[src/rtl/crypto_key_seq_pkg.sv]
`default_nettype none
// ============================================================================
// Module   : crypto_key_seq_pkg
// Purpose  : Shared types and crypto-region slot map for the key sequencer.
// Revision : 1.0
// ============================================================================
package crypto_key_seq_pkg;

  typedef enum logic [1:0] {
    TGT_AES0 = 2'd0,
    TGT_AES1 = 2'd1,
    TGT_AES2 = 2'd2,
    TGT_HMAC = 2'd3
  } target_e;

  typedef enum logic [2:0] {
    ST_IDLE    = 3'd0,
    ST_READ    = 3'd1,
    ST_WAIT_RD = 3'd2,
    ST_WRITE   = 3'd3,
    ST_DONE    = 3'd4
  } state_e;

  localparam logic [63:0] SOC_CRYPTO_BASE = 64'h0000_00ff_f520_0000;

  // Engine register windows inside the crypto region, indexed by target_e.
  localparam logic [3:0][63:0] ENGINE_BASE = {
    SOC_CRYPTO_BASE + 64'h3000,   // HMAC
    SOC_CRYPTO_BASE + 64'h9000,   // AES2
    SOC_CRYPTO_BASE + 64'h1000,   // AES1
    SOC_CRYPTO_BASE + 64'h0000    // AES0
  };

  // Slot offsets in register (8-byte) units, indexed [target][slot].
  localparam logic [3:0][2:0][7:0] SLOT_OFFSET = {
    {8'd0,  8'd0,  8'd26},
    {8'd22, 8'd18, 8'd5},
    {8'd48, 8'd32, 8'd16},
    {8'd26, 8'd20, 8'd5}
  };

  localparam logic [3:0][3:0] WORD_COUNT = {4'd8, 4'd4, 4'd8, 4'd6};

  localparam logic [3:0][3:0] VALID_SLOT_MASK = {4'b0001, 4'b0111, 4'b0111, 4'b0111};

endpackage
`default_nettype wire

[src/rtl/key_slot_decode.sv]
`default_nettype none
// ============================================================================
// Module   : key_slot_decode
// Purpose  : Maps target/slot to key register base address, word count, valid.
// Revision : 1.0
// ============================================================================
module key_slot_decode
  import crypto_key_seq_pkg::*;
#(
  parameter int AddrWidth = 64
) (
  input  logic [1:0]           target_i,
  input  logic [1:0]           slot_i,
  output logic [AddrWidth-1:0] base_addr_o,
  output logic [3:0]           word_count_o,
  output logic                 valid_o
);

  logic [1:0]  w_slot_idx;
  logic [7:0]  w_offset;
  logic [63:0] w_addr_full;

  // Slot 3 has no offset entry; its decode is discarded via valid_o anyway.
  always_comb begin
    w_slot_idx  = (slot_i == 2'd3) ? 2'd0 : slot_i;
    w_offset    = SLOT_OFFSET[target_i][w_slot_idx];
    w_addr_full = ENGINE_BASE[target_i] + {53'd0, w_offset, 3'd0};
  end

  assign base_addr_o  = AddrWidth'(w_addr_full);
  assign word_count_o = WORD_COUNT[target_i];
  assign valid_o      = VALID_SLOT_MASK[target_i][slot_i];

endmodule
`default_nettype wire

[src/rtl/crypto_key_sequencer.sv]
`default_nettype none
// ============================================================================
// Module   : crypto_key_sequencer
// Purpose  : Copies key words from the key store into crypto engine registers.
// Revision : 1.0
// ============================================================================
module crypto_key_sequencer
  import crypto_key_seq_pkg::*;
#(
  parameter int AddrWidth   = 64,
  parameter int DataWidth   = 32,
  parameter int KsAddrWidth = 8
) (
  input  logic                   clk_i,
  input  logic                   rst_ni,
  input  logic                   load_req_i,
  output logic                   load_gnt_o,
  input  logic [1:0]             target_i,
  input  logic [1:0]             slot_i,
  input  logic [KsAddrWidth-1:0] ks_index_i,
  input  logic                   abort_i,
  output logic                   busy_o,
  output logic                   done_o,
  output logic                   err_o,
  output logic                   ks_req_o,
  output logic [KsAddrWidth-1:0] ks_addr_o,
  input  logic                   ks_rvalid_i,
  input  logic [DataWidth-1:0]   ks_rdata_i,
  output logic                   bus_req_o,
  output logic                   bus_we_o,
  output logic [AddrWidth-1:0]   bus_addr_o,
  output logic [DataWidth-1:0]   bus_wdata_o,
  input  logic                   bus_gnt_i
);

  state_e                 r_state;
  state_e                 w_state_next;
  logic [AddrWidth-1:0]   r_base;
  logic [3:0]             r_count;
  logic [3:0]             r_idx;
  logic [KsAddrWidth-1:0] r_index;
  logic [DataWidth-1:0]   r_data;
  logic                   r_err;

  logic [AddrWidth-1:0]   w_dec_base;
  logic [3:0]             w_dec_count;
  logic                   w_dec_valid;
  logic                   w_abort;
  logic                   w_last_word;

  key_slot_decode #(
    .AddrWidth (AddrWidth)
  ) u_decode (
    .target_i     (target_i),
    .slot_i       (slot_i),
    .base_addr_o  (w_dec_base),
    .word_count_o (w_dec_count),
    .valid_o      (w_dec_valid)
  );

  assign w_abort     = abort_i && (r_state != ST_IDLE);
  assign w_last_word = (r_idx == r_count - 4'd1);

  always_ff @(posedge clk_i or negedge rst_ni) begin
    if (!rst_ni) begin
      r_state <= ST_IDLE;
    end else begin
      r_state <= w_state_next;
    end
  end

  always_comb begin
    w_state_next = r_state;
    load_gnt_o   = 1'b0;
    busy_o       = (r_state != ST_IDLE);
    done_o       = 1'b0;
    ks_req_o     = 1'b0;
    bus_req_o    = 1'b0;
    case (r_state)
      ST_IDLE: begin
        load_gnt_o = load_req_i;
        if (load_req_i && w_dec_valid) w_state_next = ST_READ;
      end
      ST_READ: begin
        ks_req_o     = 1'b1;
        w_state_next = ST_WAIT_RD;
      end
      ST_WAIT_RD: begin
        if (ks_rvalid_i) w_state_next = ST_WRITE;
      end
      ST_WRITE: begin
        bus_req_o = 1'b1;
        if (bus_gnt_i) w_state_next = w_last_word ? ST_DONE : ST_READ;
      end
      ST_DONE: begin
        done_o       = !abort_i;
        w_state_next = ST_IDLE;
      end
      default: w_state_next = ST_IDLE;
    endcase
    if (w_abort) w_state_next = ST_IDLE;
  end

  // Abort takes priority over any capture or grant in the same cycle.
  always_ff @(posedge clk_i or negedge rst_ni) begin
    if (!rst_ni) begin
      r_base  <= '0;
      r_count <= '0;
      r_idx   <= '0;
      r_index <= '0;
      r_data  <= '0;
      r_err   <= 1'b0;
    end else begin
      r_err <= 1'b0;
      case (r_state)
        ST_IDLE: begin
          if (load_req_i) begin
            r_base  <= w_dec_base;
            r_count <= w_dec_count;
            r_index <= ks_index_i;
            r_idx   <= '0;
            r_err   <= !w_dec_valid;
          end
        end
        ST_WAIT_RD: begin
          if (ks_rvalid_i && !abort_i) r_data <= ks_rdata_i;
        end
        ST_WRITE: begin
          if (bus_gnt_i && !abort_i) begin
            r_data <= '0;
            r_idx  <= r_idx + 4'd1;
          end
        end
        default: ;
      endcase
      if (w_abort) begin
        r_err  <= 1'b1;
        r_data <= '0;
      end
    end
  end

  assign err_o       = r_err;
  assign ks_addr_o   = r_index + KsAddrWidth'(r_idx);
  assign bus_we_o    = 1'b1;
  assign bus_addr_o  = r_base + (AddrWidth'(r_idx) << 3);
  assign bus_wdata_o = r_data;

endmodule
`default_nettype wire

[config.mk]
export PLATFORM = sky130hd
export DESIGN_NAME = crypto_key_sequencer
export DESIGN_NICKNAME = d
export VERILOG_FILES = /design/src/rtl/crypto_key_seq_pkg.sv /design/src/rtl/key_slot_decode.sv /design/src/rtl/crypto_key_sequencer.sv
export SDC_FILE = /design/constraint.sdc
export NUM_CORES = 1
export LEC_CHECK = 0
export CORE_UTILIZATION = 35
export DETAILED_ROUTE_END_ITERATION = 7
export DONT_BUFFER_PORTS = 1
export GPL_TIMING_DRIVEN = 0
export SLEW_MARGIN = 40
export SYNTH_ARGS = -nofsm -noshare
export SYNTH_HDL_FRONTEND = slang
export SYNTH_HIERARCHICAL = 1
export SYNTH_SLANG_ARGS = --single-unit
[constraint.sdc]
create_clock -name clk_i -period 2.6 [get_ports clk_i]
set_input_delay 0.52 -clock clk_i [delete_from_list [all_inputs] [get_ports clk_i]]
set_output_delay 0.52 -clock clk_i [all_outputs]
set_load 0.1 [all_outputs]
After elaboration in Yosys (flattened, before gate mapping)
Cells that the tools add are included.

storage, ports and cells
  flip-flop bits (word level) = 116
  input port bits = 50
  output and inout port bits = 111
  logic and storage cells = 75

operators by class
  $add $sub $neg = 5
  order comparisons = 3
  equality and inequality tests = 13
  mux-type cells = 33
  reduce and logical (&&, ||, !) cells = 14

operators by type and width
  kind                                                                   number
  64-bit binary-select mux with 2-bit select                             1
  32-bit two-way mux                                                     3
  64-bit by 11-bit adder with 64-bit output                              1
  64-bit by 7-bit adder with 64-bit output                               1
  64-bit two-way mux                                                     1
  32-bit one-hot mux with 2 select lines                                 1
  24-bit binary-select mux with 2-bit select                             1
  24-bit two-way mux                                                     1
  4-bit binary-select mux with 2-bit select                              2
  8-bit binary-select mux with 2-bit select                              1
  4-bit two-way mux                                                      4
  3-bit two-way mux                                                      5
  3-bit inequality test (second input constant)                          5
  3-bit one-hot mux with 4 select lines                                  1
  2-bit by 3-bit < comparator with 1-bit output (second input constant)  3
  3-bit AND reduction                                                    3
  8-bit by 4-bit adder with 8-bit output                                 1
  1-bit two-way mux                                                      8
  8-bit two-way mux                                                      1
  4-bit one-hot mux with 2 select lines                                  1
  3-bit by 2-bit == test with 1-bit output (second input constant)       2
  3-bit nonzero test                                                     2
  4-bit by 1-bit adder with 4-bit output (second input constant)         1
  4-bit == test                                                          1
  other kinds (12)                                                       17

Longest topological paths before layout
  word-level depth = 8
  gate-level depth with buffers = 9
  depth with buffers taken out = 8

By module
The synthesis kept the hierarchy.

by module, submodules not included
  module                instances  cells an instance  area each (um2)  seq. area each (um2)
  crypto_key_sequencer  1          513                5950.7           2902.8
  key_slot_decode       1          84                 633.1            0.0

Worst setup path before layout
OpenSTA, ideal clock, no wires.

  kind = register -> output
  start point = register r_state[1]
  end point = output done_o
  arrival = 3.699 ns
  path slack = -1.619 ns
  stages on the path, launching flop included = 3
  cells stage by stage = dfrtp_1 -> clkbuf_1 -> nor4b_1

on the way
  word-level cells in the longest chain between the ends = 2

ends and longest elaborated chain
  what                      RTL line                    text
  start: declaration        crypto_key_sequencer.sv:36  state_e r_state;
  start signal: assignment  crypto_key_sequencer.sv:68  r_state <= w_state_next;
  3-bit == test             crypto_key_sequencer.sv:79  case (r_state)
  1-bit two-way mux         crypto_key_sequencer.sv:79
  end: declaration          crypto_key_sequencer.sv:23  output logic done_o,

Every way passes these cells.

Worst setup path after layout
  start point = register r_idx[0]
  end point = output bus_addr_o[59]

on the way
  word-level cells in the longest chain between the ends = 1

ends and longest elaborated chain
  what                                      RTL line                     text
  start: declaration                        crypto_key_sequencer.sv:40   logic [3:0] r_idx;
  start signal: assignment                  crypto_key_sequencer.sv:131  r_idx <= r_idx + 4'd1;
  64-bit by 7-bit adder with 64-bit output  crypto_key_sequencer.sv:146  assign bus_addr_o = r_base + (AddrWidth'(r_idx) << 3);
  end: declaration                          crypto_key_sequencer.sv:31   output logic [AddrWidth-1:0] bus_addr_o,

Every way passes these cells.

==> metrics.csv <==
metric,value,unit
clk_latency,0.42,ns
cts_tree,yes,
critPathTopFamily,XOR/XNOR gates,
setup_violations,66,
maxSlewViolCount,0,
synthTopCellsByArea,"dfrtp_1 44%, mux2_2 12%, buf_4 7.1%",
cts_root_buffer,clkbuf_16,
async_flop_share,100,%
finalWirelength,17200,um
cp_slowest_cell,xor2_4,
die_area,19400,um^2
cpPeakStageDelay,0.61,ns
synth_cell_types,51,
final_cell_area,10700,um^2
final_util,58.7,%
numClockSinks,116,
synth_area,6580,um^2
io_buffers,0,
place_congestion,0.761,
violations,"design-rule violations, negative hold slack, negative setup slack",
grt_usage,18.6,%
hold_violations,116,
vias_per_cell,4.87,
dpl_cell_area,8860,um^2
required,2.08,ns
crit_path_frequent_cell,buf_6,
hold_path.class,input pin to async pin,
drc,4,
layout-drive-gt1-share,61.5,%
status,finished with violations,
cp_data_arrival_time,2.97,ns
ys_ff_latch,116,
fillerInstances,1430,
grt_pass1_vias,5118,
drtIter0Drc,157,
drtPass1Iterations,7,
period_needed,3.49,ns
area_growth,62.2,%
maxSlewHeadroom,45.5,%
drv_cap,0,
die_w,139,um
fin_ws,-0.887,ns
clk_path_buf_depth,2,
synth_area_leader_cell,dfrtp_1,
worstSetupEndpointType,primary output,
grt_overflow,0,
fin_worst_hold_slack,-0.195,ns
antenna_cells,0,
crit_type,flip-flop to primary output,
clk_pin_slew,0.06,ns
ys_seq_area_share,44.1,%
routedWlPerCell,17.2,um
grt_max_degree,117,
core_area,18200,um^2
rows,49,
ioPinCount,161,
start_kind,flip-flop,
yosysMostFrequentCell,dfrtp_1,
fmax,0.287,GHz
synthCells,597,
placed_cells,892,
dp_slack,-1.16,ns
layoutNonFillerInstCount,1000,
grt_pass1_wl,27800,um
cts-buffers-inserted,17,
yosys-top-cells-count,"116 x dfrtp_1, 71 x mux2_2, 62 x buf_4, 52 x xnor2_1, 34 x a22o_1",
finalCritPeriodShare,134,%
finClkSkew,0.0112,ns
critPathMaxFanout,3,
hpwl,11800,um
worst-path-buf-inv,2,
htree_levels,4,
start_util,36.2,%
worst_pin_slew,0.817,ns
crit_chain,"ha_4, fa_2, a211o_1, o211ai_1, nor4_4, buf_6, buf_6, nor4b_4, xor2_4",
num_vias,4872,
yosysTopAreaCellShare,44.1,%
nNetsFinal,820,
ant_nets,0,
die_h,139,um
rsz0062_at_grt,true,
r2r_setup_slack,0.50,ns
postSynthAreaPerCell,11.0,um^2
synth_edf_count,0,
yosysWarnings,6,
antenna_found_initial,1,
synth_flop_cell,dfrtp_1,
metrics by stage:
stage	TNS (ns)	hold WS, ns
final	-43.39	-0.195
after global routing	-49.37	-0.225
after CTS	-44.09	-0.217
after detailed placement	-46.10	0.230
after global placement	-41.17	0.229
after floorplan	-17.53	0.224
cells in the final DEF (no fill, tap or decap), drive strengths merged, types with 3 or more instances in the layout:
cell / n
buf: 166
dfrtp: 116
mux2: 71
conb: 57
xnor2: 52
a22o: 34
nand3: 31
nand2: 31
clkbuf: 25
xor2: 21
nor2: 21
inv: 20
nand4: 18
o21ai: 12
ha: 10
and3: 9
and4: 8
nor3: 7
nor2b: 5
clkinv: 5
nor4b: 4
and2: 4
a21oi: 4
nor3b: 4
nor4: 3
nand3b: 3
clkinvlp: 3
o22ai: 3
o211a: 3
final cells by class:
| cell class | instances | area (um^2) | area share [%] |
|---|---|---|---|
| Sequential cell | 116 | 2970 | 27.8 |
| Clock buffer | 17 | 425 | 3.98 |
| Multi-Input combinational cell | 435 | 5210 | 48.7 |
| Inverter | 14 | 56.3 | 0.527 |
| Buffer | 85 | 648 | 6.07 |
| Tap cell | 229 | 287 | 2.68 |
| Timing Repair Buffer | 89 | 941 | 8.81 |
| Clock inverter | 15 | 143 | 1.34 |
what timing repair did:
item	CTS	global route
setup buffers	46	33
pin swaps	73	58
gates resized for setup	110	39
setup endpoints to repair	101	67
hold endpoints to repair	116	116
cloned	1	0
kinds of logic after synthesis:
kind of cell | after synthesis | synth area share (%)
and+or+nand+nor | 156 | 13.7
DFF | 116 | 44.1
buffers and inverters | 100 | 9.79
xor gates and xnor gates | 73 | 9.83
muxes | 71 | 12.1
AOI/OAI and AO/OA | 66 | 7.74
adders and majority gates | 12 | 2.51
other | 3 | 0.171
state kept, by name, summed over array words and instances (netlist names):
register / flops
r_base: 64
err_o: 1
bus_wdata_o: 32
r_count: 4
r_idx: 4
r_state: 3
r_index: 8
per-layer routing:
layer | up-vias | share of wire, % | global-route usage (%)
li1 | 2312 | - | -
met1 | 2414 | 40 | 21.7
met2 | 132 | 55 | 33.2
met3 | 12 | 4.8 | 5.80
met4 | 2 | 0.76 | 4.04
met5 | - | 0.064 | 0
worst paths after layout:
check | depth (start not counted) | endpoint | startpoint
min in group clk_i | 1 | r_state[1]$_DFFE_PN0P_ | bus_gnt_i
min reg2reg | 1 | r_base[2]$_DFFE_PN0P_ | r_base[2]$_DFFE_PN0P_
min | 0 | r_base[14]$_DFFE_PN0P_ | rst_ni
max reg2reg | 6 | bus_wdata_o[11]$_DFFE_PN0P_ | r_state[0]$_DFFE_PN0P_
max in group asynchronous | 0 | bus_wdata_o[20]$_DFFE_PN0P_ | rst_ni
max | 9 | bus_addr_o[59] | r_idx[0]$_DFFE_PN0P_
Power is left out: the tool's default activity adds up to more than one toggle a clock period on the data nets, which glitch-free logic cannot reach.
